==> src/rtl/viterbi_channel_injector_if.sv <==
// Symbol stream and error-injection control bundle between encoder,
// channel injector and Viterbi decoder.
interface viterbi_channel_injector_if #(
  parameter int SYM_W  = 2,
  parameter int LFSR_W = 16,
  parameter int CNT_W  = 16
);
  logic              clear_i;
  logic              valid_i;
  logic [SYM_W-1:0]  sym_i;
  logic [1:0]        mode_i;
  logic [SYM_W-1:0]  mask_i;
  logic [LFSR_W-1:0] thresh_i;
  logic [CNT_W-1:0]  gap_len_i;
  logic [CNT_W-1:0]  burst_len_i;
  logic [CNT_W-1:0]  sym_limit_i;
  logic              valid_o;
  logic [SYM_W-1:0]  sym_o;
  logic [SYM_W-1:0]  err_o;
  logic              burst_o;
  logic [CNT_W-1:0]  sym_ct_o;
  logic [CNT_W-1:0]  bit_err_ct_o;

  modport master (
    output clear_i, valid_i, sym_i, mode_i, mask_i, thresh_i,
           gap_len_i, burst_len_i, sym_limit_i,
    input  valid_o, sym_o, err_o, burst_o, sym_ct_o, bit_err_ct_o
  );

  modport slave (
    input  clear_i, valid_i, sym_i, mode_i, mask_i, thresh_i,
           gap_len_i, burst_len_i, sym_limit_i,
    output valid_o, sym_o, err_o, burst_o, sym_ct_o, bit_err_ct_o
  );
endinterface

==> src/rtl/viterbi_channel_injector.sv <==
// Channel model: registers each coded symbol and XORs in bypass, LFSR-random,
// periodic-burst or one-shot-burst errors, counting symbols and flipped bits.
//
// state | meaning
// GAP   | clean symbols, counting up to gap_len
// BURST | hit symbols, counting up to burst_len
// DONE  | one-shot burst finished, clean until clear or mode change
module viterbi_channel_injector #(
  parameter int                SYM_W  = 2,
  parameter int                LFSR_W = 16,
  parameter logic [LFSR_W-1:0] SEED   = 16'hACE1,
  parameter logic [LFSR_W-1:0] TAPS   = 16'hB400,
  parameter int                CNT_W  = 16
) (
  input logic clk,
  input logic rst,
  viterbi_channel_injector_if.slave bus
);
  typedef enum logic [1:0] {GAP, BURST, DONE} state_t;

  localparam logic [CNT_W:0] ONE = {{CNT_W{1'b0}}, 1'b1};

  state_t            state_q, state_d;
  logic [CNT_W-1:0]  rc_q, rc_d;
  logic [1:0]        mode_q;
  logic [LFSR_W-1:0] lfsr_q, lfsr_next;
  logic              valid_q, burst_q;
  logic [SYM_W-1:0]  sym_q, err_q, err_d;
  logic [CNT_W-1:0]  sym_ct_q, bit_ct_q, pop;
  logic [CNT_W:0]    bit_sum, rc_inc, burst_inc;
  logic              mode_chg, go_burst, burst_hit, rand_hit, inj_en, hit;

  always_ff @(posedge clk or negedge rst) begin
    if (!rst) begin
      state_q <= GAP;
      rc_q    <= '0;
    end else if (bus.clear_i) begin
      state_q <= GAP;
      rc_q    <= '0;
    end else begin
      state_q <= state_d;
      rc_q    <= rc_d;
    end
  end

  always_comb begin
    state_d   = state_q;
    rc_d      = rc_q;
    go_burst  = 1'b0;
    burst_hit = 1'b0;
    mode_chg  = (bus.mode_i != mode_q);
    rc_inc    = {1'b0, rc_q} + ONE;
    burst_inc = ((state_q == GAP) ? '0 : {1'b0, rc_q}) + ONE;
    if (bus.valid_i) begin
      if (mode_chg || !bus.mode_i[1]) begin
        state_d = GAP;
        rc_d    = '0;
      end else begin
        case (state_q)
          GAP: begin
            if (bus.gap_len_i == '0) begin
              go_burst = 1'b1;
            end else if (rc_inc >= {1'b0, bus.gap_len_i}) begin
              state_d = BURST;
              rc_d    = '0;
            end else begin
              rc_d = rc_inc[CNT_W-1:0];
            end
          end
          BURST:   go_burst = 1'b1;
          default: ;
        endcase
        // A zero-length burst is consumed in one clean step.
        if (go_burst) begin
          if (bus.burst_len_i == '0) begin
            state_d = bus.mode_i[0] ? DONE : GAP;
            rc_d    = '0;
          end else begin
            burst_hit = 1'b1;
            if (burst_inc >= {1'b0, bus.burst_len_i}) begin
              state_d = bus.mode_i[0] ? DONE : GAP;
              rc_d    = '0;
            end else begin
              state_d = BURST;
              rc_d    = burst_inc[CNT_W-1:0];
            end
          end
        end
      end
    end
  end

  always_comb begin
    lfsr_next = (lfsr_q >> 1) ^ (lfsr_q[0] ? TAPS : '0);
    rand_hit  = (lfsr_q < bus.thresh_i);
    inj_en    = (bus.sym_limit_i == '0) || (sym_ct_q < bus.sym_limit_i);
    hit       = !mode_chg && inj_en &&
                ((bus.mode_i == 2'b01) ? rand_hit : burst_hit);
    err_d     = hit ? bus.mask_i : '0;
    pop       = '0;
    for (int k = 0; k < SYM_W; k++) pop = pop + CNT_W'(err_d[k]);
    bit_sum   = {1'b0, bit_ct_q} + {1'b0, pop};
  end

  // clear also adopts the current mode so the first symbol after it is not
  // mistaken for a mode change.
  always_ff @(posedge clk or negedge rst) begin
    if (!rst) begin
      valid_q  <= 1'b0;
      sym_q    <= '0;
      err_q    <= '0;
      burst_q  <= 1'b0;
      sym_ct_q <= '0;
      bit_ct_q <= '0;
      mode_q   <= 2'b00;
      lfsr_q   <= SEED;
    end else begin
      valid_q <= bus.valid_i;
      if (bus.clear_i) begin
        sym_ct_q <= '0;
        bit_ct_q <= '0;
        burst_q  <= 1'b0;
        mode_q   <= bus.mode_i;
        lfsr_q   <= SEED;
        if (bus.valid_i) begin
          sym_q <= bus.sym_i;
          err_q <= '0;
        end
      end else if (bus.valid_i) begin
        mode_q   <= bus.mode_i;
        lfsr_q   <= lfsr_next;
        sym_q    <= bus.sym_i ^ err_d;
        err_q    <= err_d;
        burst_q  <= go_burst;
        sym_ct_q <= (sym_ct_q == '1) ? sym_ct_q : sym_ct_q + 1'b1;
        bit_ct_q <= bit_sum[CNT_W] ? '1 : bit_sum[CNT_W-1:0];
      end
    end
  end

  assign bus.valid_o      = valid_q;
  assign bus.sym_o        = sym_q;
  assign bus.err_o        = err_q;
  assign bus.burst_o      = burst_q;
  assign bus.sym_ct_o     = sym_ct_q;
  assign bus.bit_err_ct_o = bit_ct_q;
endmodule

==> src/flat_wrapper.sv <==
// flat-port wrapper written by rule: the top's interface ports become plain ports
module viterbi_channel_injector_flat 
#(
  parameter int                SYM_W  = 2,
  parameter int                LFSR_W = 16,
  parameter logic [LFSR_W-1:0] SEED   = 16'hACE1,
  parameter logic [LFSR_W-1:0] TAPS   = 16'hB400,
  parameter int                CNT_W  = 16
)
  (clk, rst, bus_clear_i, bus_valid_i, bus_sym_i, bus_mode_i, bus_mask_i, bus_thresh_i, bus_gap_len_i, bus_burst_len_i, bus_sym_limit_i, bus_valid_o, bus_sym_o, bus_err_o, bus_burst_o, bus_sym_ct_o, bus_bit_err_ct_o);
  viterbi_channel_injector_if #(.SYM_W(SYM_W), .LFSR_W(LFSR_W), .CNT_W(CNT_W)) bus_i ();
  input logic clk;
  input logic rst;
  input wire logic [$bits(bus_i.clear_i)-1:0] bus_clear_i;
  input wire logic [$bits(bus_i.valid_i)-1:0] bus_valid_i;
  input wire logic [$bits(bus_i.sym_i)-1:0] bus_sym_i;
  input wire logic [$bits(bus_i.mode_i)-1:0] bus_mode_i;
  input wire logic [$bits(bus_i.mask_i)-1:0] bus_mask_i;
  input wire logic [$bits(bus_i.thresh_i)-1:0] bus_thresh_i;
  input wire logic [$bits(bus_i.gap_len_i)-1:0] bus_gap_len_i;
  input wire logic [$bits(bus_i.burst_len_i)-1:0] bus_burst_len_i;
  input wire logic [$bits(bus_i.sym_limit_i)-1:0] bus_sym_limit_i;
  output wire logic [$bits(bus_i.valid_o)-1:0] bus_valid_o;
  output wire logic [$bits(bus_i.sym_o)-1:0] bus_sym_o;
  output wire logic [$bits(bus_i.err_o)-1:0] bus_err_o;
  output wire logic [$bits(bus_i.burst_o)-1:0] bus_burst_o;
  output wire logic [$bits(bus_i.sym_ct_o)-1:0] bus_sym_ct_o;
  output wire logic [$bits(bus_i.bit_err_ct_o)-1:0] bus_bit_err_ct_o;
  assign bus_i.clear_i = bus_clear_i;
  assign bus_i.valid_i = bus_valid_i;
  assign bus_i.sym_i = bus_sym_i;
  assign bus_i.mode_i = bus_mode_i;
  assign bus_i.mask_i = bus_mask_i;
  assign bus_i.thresh_i = bus_thresh_i;
  assign bus_i.gap_len_i = bus_gap_len_i;
  assign bus_i.burst_len_i = bus_burst_len_i;
  assign bus_i.sym_limit_i = bus_sym_limit_i;
  assign bus_valid_o = bus_i.valid_o;
  assign bus_sym_o = bus_i.sym_o;
  assign bus_err_o = bus_i.err_o;
  assign bus_burst_o = bus_i.burst_o;
  assign bus_sym_ct_o = bus_i.sym_ct_o;
  assign bus_bit_err_ct_o = bus_i.bit_err_ct_o;
  viterbi_channel_injector #(.SYM_W(SYM_W), .LFSR_W(LFSR_W), .SEED(SEED), .TAPS(TAPS), .CNT_W(CNT_W)) u_core (.clk(clk), .rst(rst), .bus(bus_i));
endmodule
==> config.mk <==
export PLATFORM = sky130hd
export DESIGN_NAME = viterbi_channel_injector_flat
export DESIGN_NICKNAME = d
export VERILOG_FILES = /design/src/rtl/viterbi_channel_injector_if.sv /design/src/rtl/viterbi_channel_injector.sv /design/src/flat_wrapper.sv
export SDC_FILE = /design/constraint.sdc
export NUM_CORES = 1
export LEC_CHECK = 0
export CORE_MARGIN = 1
export CORE_UTILIZATION = 50
export DETAILED_ROUTE_END_ITERATION = 10
export PLACE_DENSITY = 0.88
export SETUP_SLACK_MARGIN = 0.3
export SYNTH_ARGS = -nofsm -noshare
export SYNTH_HDL_FRONTEND = slang
export SYNTH_SLANG_ARGS = --single-unit
==> constraint.sdc <==
create_clock -name clk -period 11.2 [get_ports clk]
set_clock_uncertainty 0.2 [all_clocks]
set_input_delay 2.24 -clock clk [delete_from_list [all_inputs] [get_ports clk]]
set_output_delay 2.24 -clock clk [all_outputs]
set_load 0.02 [all_outputs]
=== Yosys cells after proc, flatten, opt, wreduce, memory -nomap -nowiden ===
Cells that the tools add are included.

* Register bits after elaboration: 74
* Bits in latches: 0
* RAM bits: 0
* ROM bits: 0
* Input port bits: 74
* Output and inout port bits: 38
* Logic and storage cells: 93
* Memories: 0

* Add/subtract/negate cells: 5
* $mul: 0
* Div/mod/pow operators: 0
* Magnitude comparators: 4
* Equality and inequality tests: 6
* Shifts and indexed selects: 0
* Mux-type cells: 50
* Bitwise operators: 2
* Reduce and logical (&&, ||, !) cells: 16

{| class="wikitable"
|+ Operators with widths
! kind !! count
|-
| 16-bit two-way mux || 19
|-
| 16-bit zero test || 3
|-
| 2-bit two-way mux || 19
|-
| 17-bit by 16-bit >= comparator with 1-bit output || 2
|-
| 16-bit less-than comparator || 2
|-
| 16-bit by 1-bit adder with 17-bit output (second input constant) || 1
|-
| 16-bit by 16-bit adder with 17-bit output || 1
|-
| 17-bit by 1-bit adder with 17-bit output (second input constant) || 1
|-
| 16-bit by 1-bit adder with 16-bit output (second input constant) || 1
|-
| 16-bit == test (second input constant) || 1
|-
| 15-bit by 16-bit XOR with 16-bit output || 1
|-
| 1-bit two-way mux || 11
|-
| 4-bit nonzero test || 2
|-
| 2-bit by 1-bit == test with 1-bit output (second input constant) || 2
|-
| 4-bit by 3-bit != test with 1-bit output (second input constant) || 1
|-
| 4-bit AND reduction || 1
|-
| 3-bit AND reduction || 1
|-
| 1-bit by 1-bit adder with 2-bit output || 1
|-
| 1-bit logical AND || 2
|-
| 1-bit zero test || 2
|-
| 2-bit zero test || 1
|-
| 1-bit logical OR || 2
|-
| 2-bit != test || 1
|-
| 2-bit != test (second input constant) || 1
|-
| 4 further kinds || 4
|}

=== Logic depth before layout (Yosys ltp) ===
Gate-level depths: netlist of the first run.

* Depth after elaboration: 16
* Mapped depth: 19
* Mapped depth without buffers: 18

=== Worst setup path before layout of the first run ===
No wires, ideal clock.

* Path kind: input -> register
* From: input port bus_thresh_i[10]
* To: register u_core.bit_ct_q[3], in the netlist u_core.bus.bit_err_ct_o[3]
* Setup time: 86 ps
* Arrival: 5398 ps
* Data required time: 10914 ps
* Setup slack: 5516 ps
* Stages: 19
* Buffers on the path: 1
* Cells stage by stage: inv_1 > ha_1 > a21oi_1 > a21oi_1 > a211oi_1 > o21a_1 > a32oi_2 > nor2_1 > and2_1 > ha_1 > ha_1 > inv_1 > fa_1 > nor4_1 > nand4_1 > clkbuf_1 > o21ai_0 > a21oi_1 > nor3_1

* Cells in the longest elaborated chain, start to end: 9

{| class="wikitable"
|+ Ends and longest elaborated chain
! what !! line !! source
|-
| start, declared || flat_wrapper.sv:19 || <nowiki>input wire logic [$bits(bus_i.thresh_i)-1:0] bus_thresh_i;</nowiki>
|-
| 16-bit less-than comparator || viterbi_channel_injector.sv:95 || <nowiki>rand_hit = (lfsr_q < bus.thresh_i);</nowiki>
|-
| 1-bit two-way mux || viterbi_channel_injector.sv:98 || <nowiki>((bus.mode_i == 2'b01) ? rand_hit : burst_hit);</nowiki>
|-
| 1-bit logical AND || viterbi_channel_injector.sv:97 || <nowiki>hit = !mode_chg && inj_en &&</nowiki>
|-
| 2-bit two-way mux || viterbi_channel_injector.sv:99 || <nowiki>err_d = hit ? bus.mask_i : '0;</nowiki>
|-
| 1-bit by 1-bit adder with 2-bit output || viterbi_channel_injector.sv:101 || <nowiki>for (int k = 0; k < SYM_W; k++) pop = pop + CNT_W'(err_d[k]);</nowiki>
|-
| 16-bit by 16-bit adder with 17-bit output || viterbi_channel_injector.sv:102 || <nowiki>bit_sum = {1'b0, bit_ct_q} + {1'b0, pop};</nowiki>
|-
| 16-bit two-way mux || viterbi_channel_injector.sv:136 || <nowiki>bit_ct_q <= bit_sum[CNT_W] ? '1 : bit_sum[CNT_W-1:0];</nowiki>
|-
| 16-bit two-way mux || viterbi_channel_injector.sv:129 || <nowiki>end else if (bus.valid_i) begin</nowiki>
|-
| 16-bit two-way mux || viterbi_channel_injector.sv:119 || <nowiki>if (bus.clear_i) begin</nowiki>
|-
| end signal, assigned || viterbi_channel_injector.sv:136 ||
|-
| end, declared || viterbi_channel_injector.sv:29 || <nowiki>logic [CNT_W-1:0] sym_ct_q, bit_ct_q, pop;</nowiki>
|}

Every way passes these cells. The select of a mux whose other input is x is not followed.
A chain may end at the register's enable or synchronous reset.

=== Final worst setup path of the first run ===
* From: input port bus_gap_len_i[0]
* To: register u_core.bit_ct_q[5], in the netlist u_core.bus.bit_err_ct_o[5]

* Cells in the longest elaborated chain, start to end: 16

{| class="wikitable"
|+ Ends and longest elaborated chain
! what !! line !! source
|-
| start, declared || flat_wrapper.sv:20 || <nowiki>input wire logic [$bits(bus_i.gap_len_i)-1:0] bus_gap_len_i;</nowiki>
|-
| 16-bit zero test || viterbi_channel_injector.sv:61 || <nowiki>if (bus.gap_len_i == '0) begin</nowiki>
|-
| 1-bit two-way mux || viterbi_channel_injector.sv:61 ||
|-
| 1-bit case mux with 2 select lines || viterbi_channel_injector.sv:59 || <nowiki>case (state_q)</nowiki>
|-
| 1-bit two-way mux || viterbi_channel_injector.sv:55 || <nowiki>if (mode_chg || !bus.mode_i[1]) begin</nowiki>
|-
| 1-bit two-way mux || viterbi_channel_injector.sv:54 || <nowiki>if (bus.valid_i) begin</nowiki>
|-
| 1-bit two-way mux || viterbi_channel_injector.sv:74 || <nowiki>if (go_burst) begin</nowiki>
|-
| 1-bit two-way mux || viterbi_channel_injector.sv:55 ||
|-
| 1-bit two-way mux || viterbi_channel_injector.sv:54 ||
|-
| 1-bit two-way mux || viterbi_channel_injector.sv:98 ||
|-
| 1-bit logical AND || viterbi_channel_injector.sv:97 ||
|-
| 2-bit two-way mux || viterbi_channel_injector.sv:99 ||
|-
| 1-bit by 1-bit adder with 2-bit output || viterbi_channel_injector.sv:101 ||
|-
| 16-bit by 16-bit adder with 17-bit output || viterbi_channel_injector.sv:102 ||
|-
| 16-bit two-way mux || viterbi_channel_injector.sv:136 ||
|-
| 16-bit two-way mux || viterbi_channel_injector.sv:129 ||
|-
| 16-bit two-way mux || viterbi_channel_injector.sv:119 ||
|}

Every way passes these cells. The select of a mux whose other input is x is not followed.

==> reports/summary.txt, run 1 <==
Initial Util = 0.511
Worst slew margin = 0.374
Vias in the first global route = 5,029
Syn-to-layout area delta = 25.6%
Synth top area cells = dfrtp_1 28%, ha_1 15%, inv_1 5.1%, nand2_1 4.6%, nor2_1 4.0%
Most frequent cells in the layout = 109 x clkdlybuf4s50_1, 79 x inv_1, 71 x nand2_1, 68 x ha_1, 66 x dfrtp_1
Met1 Use GR = 0.326
Diodes inserted = 0
Crit path DAT = 6.85 ns
Maximum clock path buffer count = 2
Top FF cell, synth = dfrtp_1
Yosys cell types = 57
Final #Nets = 950
Top cell type by total area after synthesis = dfrtp_1
Synth Register Bits = 74
Syn Area/Cell = 8.27 um2
CTS sink count = 74
Crit path capture type = register
Drt first-iter violations = 378
Initial antenna violation count = 0
Synthesized Nets = 849
CTS Root Cell = clkbuf_16
Crit path max fanout = 15
Final setup vio count = 0
Worst setup path class = input pin to register
Max Slew Vio Count = 0
Synth top area share = 0.283
Final core occ = 0.642
# IOs = 112
Final TNS setup = 0 ns
Hold_buf cts = 0
CTS Buf Count = 9
Synthesized cell area = 0.00584 mm2
CTS tree = built
Leakage power = 3.35 nW
Number of synthesized flops with an enable pin = 0
Postcts setup bufs = 0
Post-Place Cells = 939
Die Area = 0.0121 mm2
GPL Wtd Cong = 0.873
Count of input and output buffers = 111
Worst-path clk slew = 0.06 ns
Final instance area = 0.00733 mm2
GR Util met2 = 0.413
Routed Antenna Nets = 0
GRT Total Usage = 0.249
Die Ht = 110 um
Worst path cell trace = clkdlybuf4s50_1 > nor4_1 > a41oi_1 > nor2_2 > and2_1 > a32oi_2 > nor2_1 > and2_1 > ha_1 > ha_1 > inv_1 > fa_1 > nor4_1 > nand4_1 > nand2_1 > nor2_1 > a311oi_1
# DRC = 0
CP peak stage delay = 0.52 ns
First-pass GRT wire length = 23.4 mm
Layout cell share with drive strength beyond 1 = 0.0567
Final non-filler cell total = 954
Congestion Overflow GR = 0
Register area share after synthesis = 0.319
Highest Clock Rate = 0.147 GHz
CORE AREA = 0.0114 mm2
Met3 usage = 0.0506
Yosys Warn Count = 0
Min Tclk post-route = 6.81 ns
Slowest CP cell = nor2_2
Power per cell area = 91.2 mW/mm2
Tot Pwr = 668 uW
GR peak layer = met2
DP HPWL = 11.1 mm
Largest net degree at the start of global routing = 75
WL per Instance = 15.4 um
Worst min path class = register to register
Post_cts resized = 0
MaxCap Viol Count = 0
Slew @ Worst Pin = 0.939 ns
Final period util = 0.608
Status = finished clean
Via/cell ratio = 5.71
Required time of the critical path = 11.24 ns
Clock latency on the worst-skew pair = 0.33 ns
Pre-Repair DR Iteration Count = 5
Overall routed net length = 14.7 mm
Gate Count Post-Synth = 706
DIE WIDTH = 110 um
Via Count = 5,446
Startpoint Class = input pin
RSZ-0062 raised after global routing = no
Asr flop ratio synth = 1.00
Max IR drop VDD = 0.0784 mV
CTS HTree Levels = 3
Final hold vios = 0
# rows = 39
Placed cell area = 0.00704 mm2
Most common cell after layout, fill and taps aside = clkdlybuf4s50_1
Fillers = 1,000
## metal layers
metal	share of wire	up-vias	wire, um
met5	0	-	0
met1	0.45	2539	6600
met2	0.47	191	6880
li1	-	2695	-
met4	0.018	0	258
met3	0.068	21	996
## critical path: cells and delay by family
| kind | cells | cell delay (ns) |
|---|---|---|
| AOI/OAI and AO/OA | 3 | 0.66 |
| and+or+nand+nor | 9 | 2.73 |
| buffers and inverters | 2 | 0.50 |
| adders and majority gates | 3 | 0.71 |
## worst paths after layout
kind | start | to | slack, ns | depth (start not counted)
max | bus_gap_len_i[0] | u_core.bus.bit_err_ct_o[5] | 4.39 | 17
min reg2reg | u_core.bus.burst_o | u_core.bus.burst_o | 0.34 | 2
min | u_core.bus.burst_o | u_core.bus.burst_o | 0.34 | 2
max reg2reg | u_core.state_q[1] | u_core.rc_q[6] | 6.12 | 16
max in group asynchronous | rst | u_core.rc_q[5] | 8.25 | 2
min in group asynchronous | rst | u_core.bus.sym_ct_o[7] | 1.91 | 2
## power by group
part	total [mW]	internal [mW]	leakage (nW)	switching (mW)
logic	0.0964	0.0487	2.22	0.0477
registers	0.283	0.275	0.985	0.00779
clock network	0.289	0.178	0.142	0.111
total	0.668	0.502	3.35	0.166
## per-stage QoR
| stage | worst slack (ns) | hold slack, ns |
|---|---|---|
| final | 4.39 | 0.337 |
| after global routing | 3.82 | 0.364 |
| after CTS | 4.42 | 0.340 |
| after detailed placement | 4.08 | 0.319 |
| after global placement | 4.16 | 0.307 |
| after floorplan | 5.52 | 0.290 |
## registers in the layout (all words and copies together), names as in the netlist, 2 cells and up
signal and count:
u_core.state_q 2, u_core.mode_q 2, u_core.bus.err_o 2, u_core.bus.bit_err_ct_o 16, u_core.bus.sym_ct_o 16, u_core.rc_q 16
u_core.lfsr_q 16, u_core.bus.sym_o 2
## logic make-up after synthesis
logic type               synth area share
AND/OR/NAND/NOR                     0.230
buffers and inverters              0.0684
flip-flops                          0.319
multiplexers                       0.0367
AO/OA/AOI/OAI                       0.146
adder cells (fa/ha/maj)             0.149
XOR/XNOR                           0.0510
## final cells by class
type | count | area, um2 | area share
repair buffers | 114 | 1120 | 0.153
flip-flops and latches | 74 | 1860 | 0.254
well taps | 143 | 179 | 0.0244
clock buffers | 11 | 243 | 0.0331
multi-input cells | 529 | 3580 | 0.488
inverters | 79 | 297 | 0.0405
clock inverters | 4 | 51.3 | 0.00700
## synth_stat cells, types with 18 or more instances
master    n
nand3_1  26
dfrtp_1  66
ha_1     68
inv_1    79
nor3_1   21
o21ai_0  31
mux2i_1  18
nand2_1  71
nor2_1   62
a21oi_1  42
xnor2_1  20
(Power assumes the default switching activity.)
==> run 2, diff against run 1 <==
CORE_UTILIZATION = 48   (was 50)
PLACE_DENSITY = 0.89   (was 0.88)
clock period = 5.7 ns   (was 11.2 ns; I/O delays follow)
==> run 2 against run 1 <==
Against the previous run: the flow now finishes with violations (design-rule violations); die area grew 4.1%; cell count rose by 0.73%; clock power is 79% higher; count of clock-buffer cells in the layout decreased by 1; sequential power increased by 96%; first-iteration DRC count decreased by 5.8%; flip-flop and latch count is the same; non-clock buffer count rose by 6; sequential share of layout area shrank 0.17 points; routed wire length shrank 0.90%; register-to-register slack worse by 5.0 ns; critical endpoint unchanged.
==> reports/summary.txt, run 2 (synthesis results as in run 1) <==
Slowest CP cell = clkdlybuf4s50_1
Most used cell, CP = ha_1
Max Slew Vio Count = 0
Worst R2R End = u_core.rc_q[2]
Most frequent cells in the layout = 109 x clkdlybuf4s50_1, 79 x inv_1, 71 x nand2_1, 68 x ha_1, 66 x dfrtp_1
Die Ht = 112 um
CTS tree = built
Pre-Repair DR Iteration Count = 8
Post-Place Cells = 943
Final hold vios = 0
Congestion Overflow GR = 0
Status = complete, but fails checks
Via Count = 5,514
Final non-filler cell total = 961
Hold Path Cell Cnt = 1
Worst path cell trace = clkdlybuf4s50_1 > inv_1 > ha_1 > a21o_1 > a21oi_1 > o211ai_1 > a211oi_1 > nor2_1 > nor2_1 > and2_1 > ha_1 > ha_1 > inv_1 > fa_1 > nor4_4 > nand4_1 > buf_4 > o21ai_0 > a21oi_1 > a311oi_1
Overall routed net length = 14.6 mm
Max IR drop VDD = 0.168 mV
# IOs = 112
WL per Instance = 15.2 um
Syn-to-layout area delta = 26.5%
Die Area = 0.0126 mm2
R2R Setup Slk = 1.14 ns
Final period util = 0.877
Tot Pwr = 1.26 mW
Leakage power = 3.38 nW
Post-Route M1 WL = 6.71 mm
Diodes inserted = 0
Maximum clock path buffer count = 2
GPL Wtd Cong = 0.910
Required time of the critical path = 5.74 ns
Vias in the first global route = 5,319
Crit path max fanout = 10
Post-place setup slack = 0.119 ns
Initial antenna violation count = 0
CTS HTree Levels = 3
CTS sink count = 74
Power per cell area = 171 mW/mm2
CP peak stage delay = 0.48 ns
Layout cell share with drive strength beyond 1 = 0.0660
Slew @ Worst Pin = 0.936 ns
Final core occ = 0.636
MaxCap Viol Count = 0
Hold_buf cts = 0
Worst r2r src = u_core.state_q[0]
Final setup vio count = 0
Failing checks = design-rule violations
GRT Total Usage = 0.236
# DRC = 9
Met3 wire len = 854 um
Startpoint Class = input pin
Routed Antenna Nets = 0
Final #Nets = 956
Initial Util = 0.503
First-pass GRT wire length = 24.2 mm
Drt first-iter violations = 356
Final Worst Setup Slack = 0.702 ns
CORE AREA = 0.0116 mm2
Count of input and output buffers = 111
Reg2Reg Depth = 17
Clock latency on the worst-skew pair = 0.33 ns
Crit path capture type = register
Final TNS setup = 0 ns
Most common cell after layout, fill and taps aside = clkdlybuf4s50_1
Worst setup path class = input pin to register
Uppermost layer routed = met4
Largest net degree at the start of global routing = 75
CTS Root Cell = clkbuf_16
Met2 Routed Length = 6.76 mm
# rows = 39
Worst slew margin = 0.376
Hold Crit Start = u_core.bus.err_o[1]
Worst-path clk slew = 0.06 ns
Worst Hold Path EP = u_core.bus.err_o[1]
RSZ-0062 raised after global routing = no
DP HPWL = 11.0 mm
Highest Clock Rate = 0.200 GHz
Worst min path class = register to register
Crit path DAT = 5.03 ns
Min Tclk post-route = 5.00 ns
Via/cell ratio = 5.74
CTS Buf Count = 9
DIE WIDTH = 112 um
-- run 2: layout make-up --
| cell class | instances | area, um2 |
|---|---|---|
| sequential | 74 | 1860 |
| tap | 143 | 179 |
| fill | 963 | 4230 |
| multi-input combinational | 529 | 3600 |
| timing repair buffer | 120 | 1170 |
| inverter | 79 | 297 |
| clock inverter | 6 | 41.3 |
| clock buffer | 10 | 229 |
-- run 2: metrics by stage --
stage	instance area, um2	hold WS, ns
2_1_floorplan	5840	0.290
3_3_place_gp	7070	0.288
3_5_place_dp	7070	0.303
4_1_cts	7340	0.326
5_1_grt	7380	0.350
6_report	7380	0.330
-- run 2: power by group --
group,internal [mW],total [mW],switching (mW)
logic,0.0960,0.191,0.0951
registers,0.541,0.556,0.0150
clock network,0.295,0.518,0.223
total,0.932,1.26,0.333
-- run 2: timing repair --
action	4_1_cts	5_1_grt
endpoints found under the setup margin	0	7
endpoints found under the hold margin	0	0
setup buffers	0	2
gates resized for setup	0	3
-- run 2: worst max-delay path: cells and delay by family --
family                     cells  cell delay [ns]
AOI/OAI and AO/OA              7             1.16
adders and majority gates      4             0.99
buffers and inverters          4             0.81
and+or+nand+nor                5             0.91
-- run 2: how the worst max path moves through the flow --
stage	from	to	slack (ns)	cells past startpoint
6_report	bus_sym_limit_i[6]	u_core.bus.bit_err_ct_o[5]	0.70	20
5_1_grt	bus_sym_limit_i[1]	u_core.bus.bit_err_ct_o[5]	0.30	19
4_1_cts	bus_thresh_i[10]	u_core.bus.bit_err_ct_o[5]	0.47	20
3_5_place_dp	bus_thresh_i[10]	u_core.bus.bit_err_ct_o[5]	0.12	20
3_3_place_gp	bus_thresh_i[10]	u_core.bus.bit_err_ct_o[5]	0.24	20
2_1_floorplan	bus_thresh_i[10]	u_core.bus.bit_err_ct_o[3]	1.12	19
-- run 2: layer usage --
layer / track usage / up-vias
met5: 0 / -
met3: 0.0400 / 22
met4: 0.0844 / 0
met1: 0.309 / 2602
met2: 0.395 / 185
li1: - / 2705
